`config.mk`:
```
export PLATFORM = sky130hd
export DESIGN_NAME = vga_timing_gen
export DESIGN_NICKNAME = d
export VERILOG_FILES = /design/src/rtl/vga_timing_gen.sv
export SDC_FILE = /design/constraint.sdc
export NUM_CORES = 1
export LEC_CHECK = 0
export BUFFER_PORTS_ARGS = -buffer_cell sky130_fd_sc_hd__buf_4
export CAP_MARGIN = 40
export CORE_ASPECT_RATIO = 0.75
export CORE_UTILIZATION = 50
export DETAILED_ROUTE_END_ITERATION = 12
export HOLD_SLACK_MARGIN = 0.03
export PLACE_DENSITY_LB_ADDON = 0.25
export RECOVER_POWER = 50
export SETUP_SLACK_MARGIN = 0.3
export SLEW_MARGIN = 30
export SYNTH_ARGS = -nofsm -noshare
export SYNTH_HDL_FRONTEND = slang
export SYNTH_SLANG_ARGS = --single-unit
export TNS_END_PERCENT = 50
```
`constraint.sdc`:
```
create_clock -name clk -period 2.1 [get_ports clk]
set_input_delay 0.315 -clock clk [delete_from_list [all_inputs] [get_ports clk]]
set_output_delay 0.315 -clock clk [all_outputs]
set_load 0.02 [all_outputs]
```
`src/rtl/vga_timing_gen.sv`:
```
// VGA raster timing: pixel-rate divider, horizontal/vertical counters and
// registered sync, visible-area and line/frame start strobes aligned to the counters.
module vga_timing_gen #(
  parameter int unsigned CLK_DIV   = 2,
  parameter int unsigned H_VISIBLE = 800,
  parameter int unsigned H_FP      = 56,
  parameter int unsigned H_SYNC    = 120,
  parameter int unsigned H_BP      = 64,
  parameter int unsigned V_VISIBLE = 600,
  parameter int unsigned V_FP      = 37,
  parameter int unsigned V_SYNC    = 6,
  parameter int unsigned V_BP      = 23,
  parameter logic        H_POL     = 1'b1,
  parameter logic        V_POL     = 1'b1
) (
  input  logic        clk,
  input  logic        rst,
  output logic        pixel_tick,
  output logic [10:0] pixel_x,
  output logic [9:0]  pixel_y,
  output logic        hsync,
  output logic        vsync,
  output logic        video_on,
  output logic        line_start,
  output logic        frame_start
);

  localparam int unsigned H_TOTAL = H_VISIBLE + H_FP + H_SYNC + H_BP;
  localparam int unsigned V_TOTAL = V_VISIBLE + V_FP + V_SYNC + V_BP;

  if (CLK_DIV < 1 || CLK_DIV > 16) begin : g_bad_div
    $error("vga_timing_gen: CLK_DIV must be in 1..16");
  end
  if (H_TOTAL > 2048) begin : g_bad_h
    $error("vga_timing_gen: H_TOTAL-1 does not fit in 11 bits");
  end
  if (V_TOTAL > 1024) begin : g_bad_v
    $error("vga_timing_gen: V_TOTAL-1 does not fit in 10 bits");
  end

  // Comparison constants are one bit wider so a sync end equal to the total still fits.
  localparam logic [3:0]  DivLast = 4'(CLK_DIV - 1);
  localparam logic [11:0] HLast   = 12'(H_TOTAL - 1);
  localparam logic [11:0] HVis    = 12'(H_VISIBLE);
  localparam logic [11:0] HsStart = 12'(H_VISIBLE + H_FP);
  localparam logic [11:0] HsEnd   = 12'(H_VISIBLE + H_FP + H_SYNC);
  localparam logic [10:0] VLast   = 11'(V_TOTAL - 1);
  localparam logic [10:0] VVis    = 11'(V_VISIBLE);
  localparam logic [10:0] VsStart = 11'(V_VISIBLE + V_FP);
  localparam logic [10:0] VsEnd   = 11'(V_VISIBLE + V_FP + V_SYNC);

  logic [3:0]  div_q, div_d;
  logic        tick_q;
  logic [10:0] x_q, x_d;
  logic [9:0]  y_q, y_d;
  logic        run_q, run_d;
  logic        hsync_q, vsync_q, video_on_q, line_start_q, frame_start_q;
  logic        line_wrap, frame_wrap, hs_act, vs_act, visible;
  logic [11:0] x_ext;
  logic [10:0] y_ext;

  always_comb begin
    div_d      = (div_q == DivLast) ? 4'd0 : div_q + 4'd1;
    run_d      = run_q | ~rst;
    x_d        = x_q;
    y_d        = y_q;
    line_wrap  = 1'b0;
    frame_wrap = 1'b0;
    if (tick_q) begin
      if ({1'b0, x_q} == HLast) begin
        x_d       = '0;
        line_wrap = 1'b1;
        if ({1'b0, y_q} == VLast) begin
          y_d        = '0;
          frame_wrap = 1'b1;
        end else begin
          y_d = y_q + 10'd1;
        end
      end else begin
        x_d = x_q + 11'd1;
      end
    end
    // Decode from next-state counts so the registered outputs line up with the counters.
    x_ext   = {1'b0, x_d};
    y_ext   = {1'b0, y_d};
    hs_act  = (x_ext >= HsStart) && (x_ext < HsEnd);
    vs_act  = (y_ext >= VsStart) && (y_ext < VsEnd);
    visible = run_d && (x_ext < HVis) && (y_ext < VVis);
  end

  always_ff @(posedge clk) begin
    if (rst) begin
      div_q         <= '0;
      tick_q        <= 1'b0;
      x_q           <= '0;
      y_q           <= '0;
      run_q         <= 1'b0;
      hsync_q       <= ~H_POL;
      vsync_q       <= ~V_POL;
      video_on_q    <= 1'b0;
      line_start_q  <= 1'b0;
      frame_start_q <= 1'b0;
    end else begin
      div_q         <= div_d;
      tick_q        <= (div_q == DivLast);
      x_q           <= x_d;
      y_q           <= y_d;
      run_q         <= run_d;
      hsync_q       <= hs_act ? H_POL : ~H_POL;
      vsync_q       <= vs_act ? V_POL : ~V_POL;
      video_on_q    <= visible;
      line_start_q  <= line_wrap;
      frame_start_q <= frame_wrap;
    end
  end

  assign pixel_tick  = tick_q;
  assign pixel_x     = x_q;
  assign pixel_y     = y_q;
  assign hsync       = hsync_q;
  assign vsync       = vsync_q;
  assign video_on    = video_on_q;
  assign line_start  = line_start_q;
  assign frame_start = frame_start_q;

endmodule

```
==> results.md <==
| Stage | Parameter | This run |
| --- | --- | --- |
| grt | Wire length of the first global-routing pass | 8114 um |
| sta | Final Hold Vio Count | 0 |
| clocking | Cts bufs inserted | 5 |
| synthesis | Largest family of logic cells by synthesized area | simple AND/OR/NAND/NOR gates |
| sta | Unrepaired setup endpoints after global routing | yes |
| drt | Number of vias per cell | 6.021 |
| pwr | Peak supply drop | 0.4598 mV |
| synthesis | Post-synthesis cell area | 0.001787 sq mm |
| die | Effective utilization at floorplan | 53.24% |
| clocking | TritonCTS clock tree | built |
| cells and area | Most common library cell in the layout ignoring fill and taps | buf_4 |
| drt | Via Count | 1987 |
| synthesis | Synth Area per Inst | 8.388 sq um |
| sta | Final-report max-slew violation count | 0 |
| sta | Worst slew margin relative to its limit | 71.74% |
| grt | Vias in the first global route | 1641 |
| worst setup path | Highest net fanout along the worst path | 4 |
| synthesis | Number of library cell types mapped by synthesis | 51 |
| sta | Max Freq | 0.4343 GHz |
| die | Number of top-level pins | 29 |
| cells and area | Final Core Density | 78.93% |
| synthesis | Post-synthesis share of cell area spent on and, or, nand and nor gates | 33.96% |
| sta | Final worst setup slack | -0.2025 ns |
| sta | Setup Total Neg Slack | -0.2712 ns |
| worst setup path | Number of cells traversed by the worst register-to-register path | 8 |
| cells and area | Fraction of final layout cells sized beyond drive strength 1 | 43.45% |
| worst setup path | Biggest cell delay along the critical path | 0.48 ns |
| placed design | Post-Place Cells | 322 |
| clocking | Root Buffer | clkbuf_8 |
| synthesis | Seq/Total Area, Yosys | 34.73% |
| sta | Slew @ Worst Pin | 0.4216 ns |
| placed design | Gpl congestion | 1.005 |
| worst setup path | Slowest library cell on the worst path | or4b_4 |
| synthesis | Post-Synth Adder-Cell Area | 3.501% |
| die | DIE WIDTH | 71.03 um |
| drt | Post-route ant nets | 0 |
| worst setup path | Worst setup EP type | register |
| sta | Part of the cycle the worst path needs | 109.6% |
| drt | Remaining design rule violation count | 0 |
| min path | Hold Path Depth | 2 |
| synthesis | Number of flops mapped to enable cells by yosys | 0 |
| synthesis | Synth Area in XOR/XNOR | 6.373% |
| cells and area | Most frequent cells in the layout | buf_4 (76), nor2_1 (24), dfxtp_1 (24) |
| clocking | Number of sinks driven by the clock tree | 31 |
| die | Core area | 0.003356 sq mm |
| cells and area | Final net count | 297 |
| worst setup path | Cell breakdown of the critical path | inv_2 -> ha_4 -> nand4b_1 -> or3_4 -> a21o_1 -> a21oi_2 -> or4b_4 -> a21oi_2 |
| clocking | Clock Latency Late Sink | 0.29 ns |
| drt | Starting DRC count in detailed routing | 283 |
| worst setup path | Required time at the worst-slack endpoint | 2.32 ns |
| die | Die Footprint | 0.003819 sq mm |
| worst setup path | CP Data Arrival Time | 2.53 ns |
| min path | Worst hold path type | in -> reg |
| worst setup path | Crit path launch type | register |
| pwr | PwrDens | 445.3 mW/mm^2 |
| clocking | Number of levels the H-tree was split into | 2 |
| sta | Time the worst path needs with I/O delays and setup | 2.303 ns |
| die | Die H | 53.77 um |
| clocking | Clock Pin Slew Worst Setup and Hold Paths | 0.07 ns |
| run status | Violated checks | setup timing |
| grt | Gr usage total | 28.33% |
| sta | Final clock skew | 0.007096 ns |
| sta | Number of failing setup endpoints in the final timing report | 2 |
| synthesis | Count of state elements after synthesis | 31 |
| placed design | Port Buffer Count | 28 |
| sta | Hold Worst Slack | 0.4080 ns |
| worst setup path | Category of the most critical setup path | reg -> reg |
| synthesis | Synth Flop Type | dfxtp_1 |
| pwr | Leakage power figure | 1.031 nW |
| synthesis | Share of flip-flops with an asynchronous set or reset after synthesis | 0% |
| cells and area | Post-synthesis to final-layout area growth | 48.25% |
| cells and area | Final Non-Filler Cells | 330 |
| worst setup path | Most prevalent standard cell on the critical path | a21oi_2 |
| grt | Largest net degree at the start of global routing | 31 |
| synthesis | Multiplexer share of the synthesized area | 2.381% |
| die | Standard-cell row count | 18 |
| clocking | Deepest clock path buffer count | 2 |
| synthesis | Complex-gate fraction of the synthesized area | 13.87% |
| drt | Routed wire length | 5621 um |
| cells and area | Antenna diode count | 0 |
| drt | 1st-pass router iterations | 5 |
| synthesis | Count of synthesis-stage warnings from yosys | 0 |
| clocking | Hold buffer count at cts | 0 |
| flow run | Max capacitance violation total | 0 |
| grt | Global route total overflow | 0 |
| run status | Outcome | finished with violations |
| grt | Initial antenna violation count | 0 |
| synthesis | Synthesized instance count | 213 |
| drt | WL per Instance | 17.03 um |
| synthesis | Number of nets produced by synthesis | 220 |
| placed design | Post-detail-place hpwl | 3726 um |
[critical path, delay by kind of cell, from the launching register on]
kind | cells | cell delay, ns
buffers and inverters | 1 | 0.06
flip-flops | 1 | 0.34
AND/OR/NAND/NOR | 3 | 1.15
AO/OA/AOI/OAI | 3 | 0.55
adder cells (fa/ha/maj) | 1 | 0.13
[path summary, 6_finish.rpt]
check	to	startpoint	slack [ns]
hold / removal	pixel_y[1]$_SDFF_PP0_	rst	0.41
setup reg to reg	vsync$_SDFF_PP0_	pixel_y[1]$_SDFF_PP0_	-0.20
setup / recovery	vsync$_SDFF_PP0_	pixel_y[1]$_SDFF_PP0_	-0.20
hold reg to reg	div_q[3]$_SDFF_PP0_	div_q[3]$_SDFF_PP0_	0.51
[cell type report]
type,instances,area (sq um)
clock buffer,6,82.58
fill,229,706.9
sequential,31,636.9
inverter,6,22.52
clock inverter,1,5.005
multi-input combinational,164,1235
tap,40,50.05
timing repair buffer,82,616.8
[through the flow]
step	worst slack (ns)	total power, mW	area [sq um]
2_1_floorplan	-0.09428	0.6742	1808
3_3_place_gp	-0.07747	0.7014	2404
3_5_place_dp	-0.1358	0.7065	2404
4_1_cts	-0.08435	1.184	2545
5_1_grt	-0.2458	1.217	2649
6_report	-0.2025	1.179	2649
[state kept, by name, summed over array words and instances, names as in the netlist]
name and count:
hsync 1, pixel_y 10, frame_start 1, pixel_x 11
vsync 1, video_on 1, line_start 1, div_q 4
pixel_tick 1
[synthesized netlist by cell type, types with 3 or more instances]
cell type  count  area share (%)
dfxtp_1       31              35
nor2_1        25             5.3
nor3_1        16             4.5
nand2_1       14             2.9
a21oi_1       12             3.4
nand4_1        8             2.8
nand3_1        7             2.0
xor2_1         7             3.4
inv_1          6             1.3
or3_1          6             2.1
xnor2_1        6             2.9
clkbuf_1       5             1.1
ha_1           5             3.5
nor4_1         5             1.8
o21ai_0        5             1.4
a31oi_1        3             1.1
nand2b_1       3             1.1
o211ai_1       3             1.3
o31ai_1        3             1.3
[per-layer routing]
layer	vias up	track usage (%)	part of all wire, %
met1	937	42.53	47
li1	932	-	-
met4	0	6.333	2.5
met5	-	0	0
met3	18	7.491	9.2
met2	100	40.06	41
[logic make-up after synthesis]
group | count (synthesis)
simple gates | 104
compound gates | 38
flops | 31
buf+inv | 18
xor+xnor | 13
fa+ha+maj | 5
mux | 4
[report_power, final]
group          switching (mW)  total (mW)  internal (mW)
combinational          0.0469      0.0812         0.0343
sequential             0.0141       0.615          0.600
clock                   0.227       0.484          0.257
total                   0.288        1.18          0.892
[timing repair]
action	4_1_cts	5_1_grt
gates resized for setup	9	28
gates cloned	0	0
pin swaps	5	9
endpoints found under the setup margin	6	12
buffers inserted	1	0
Power figures use the tool's default switching activity.
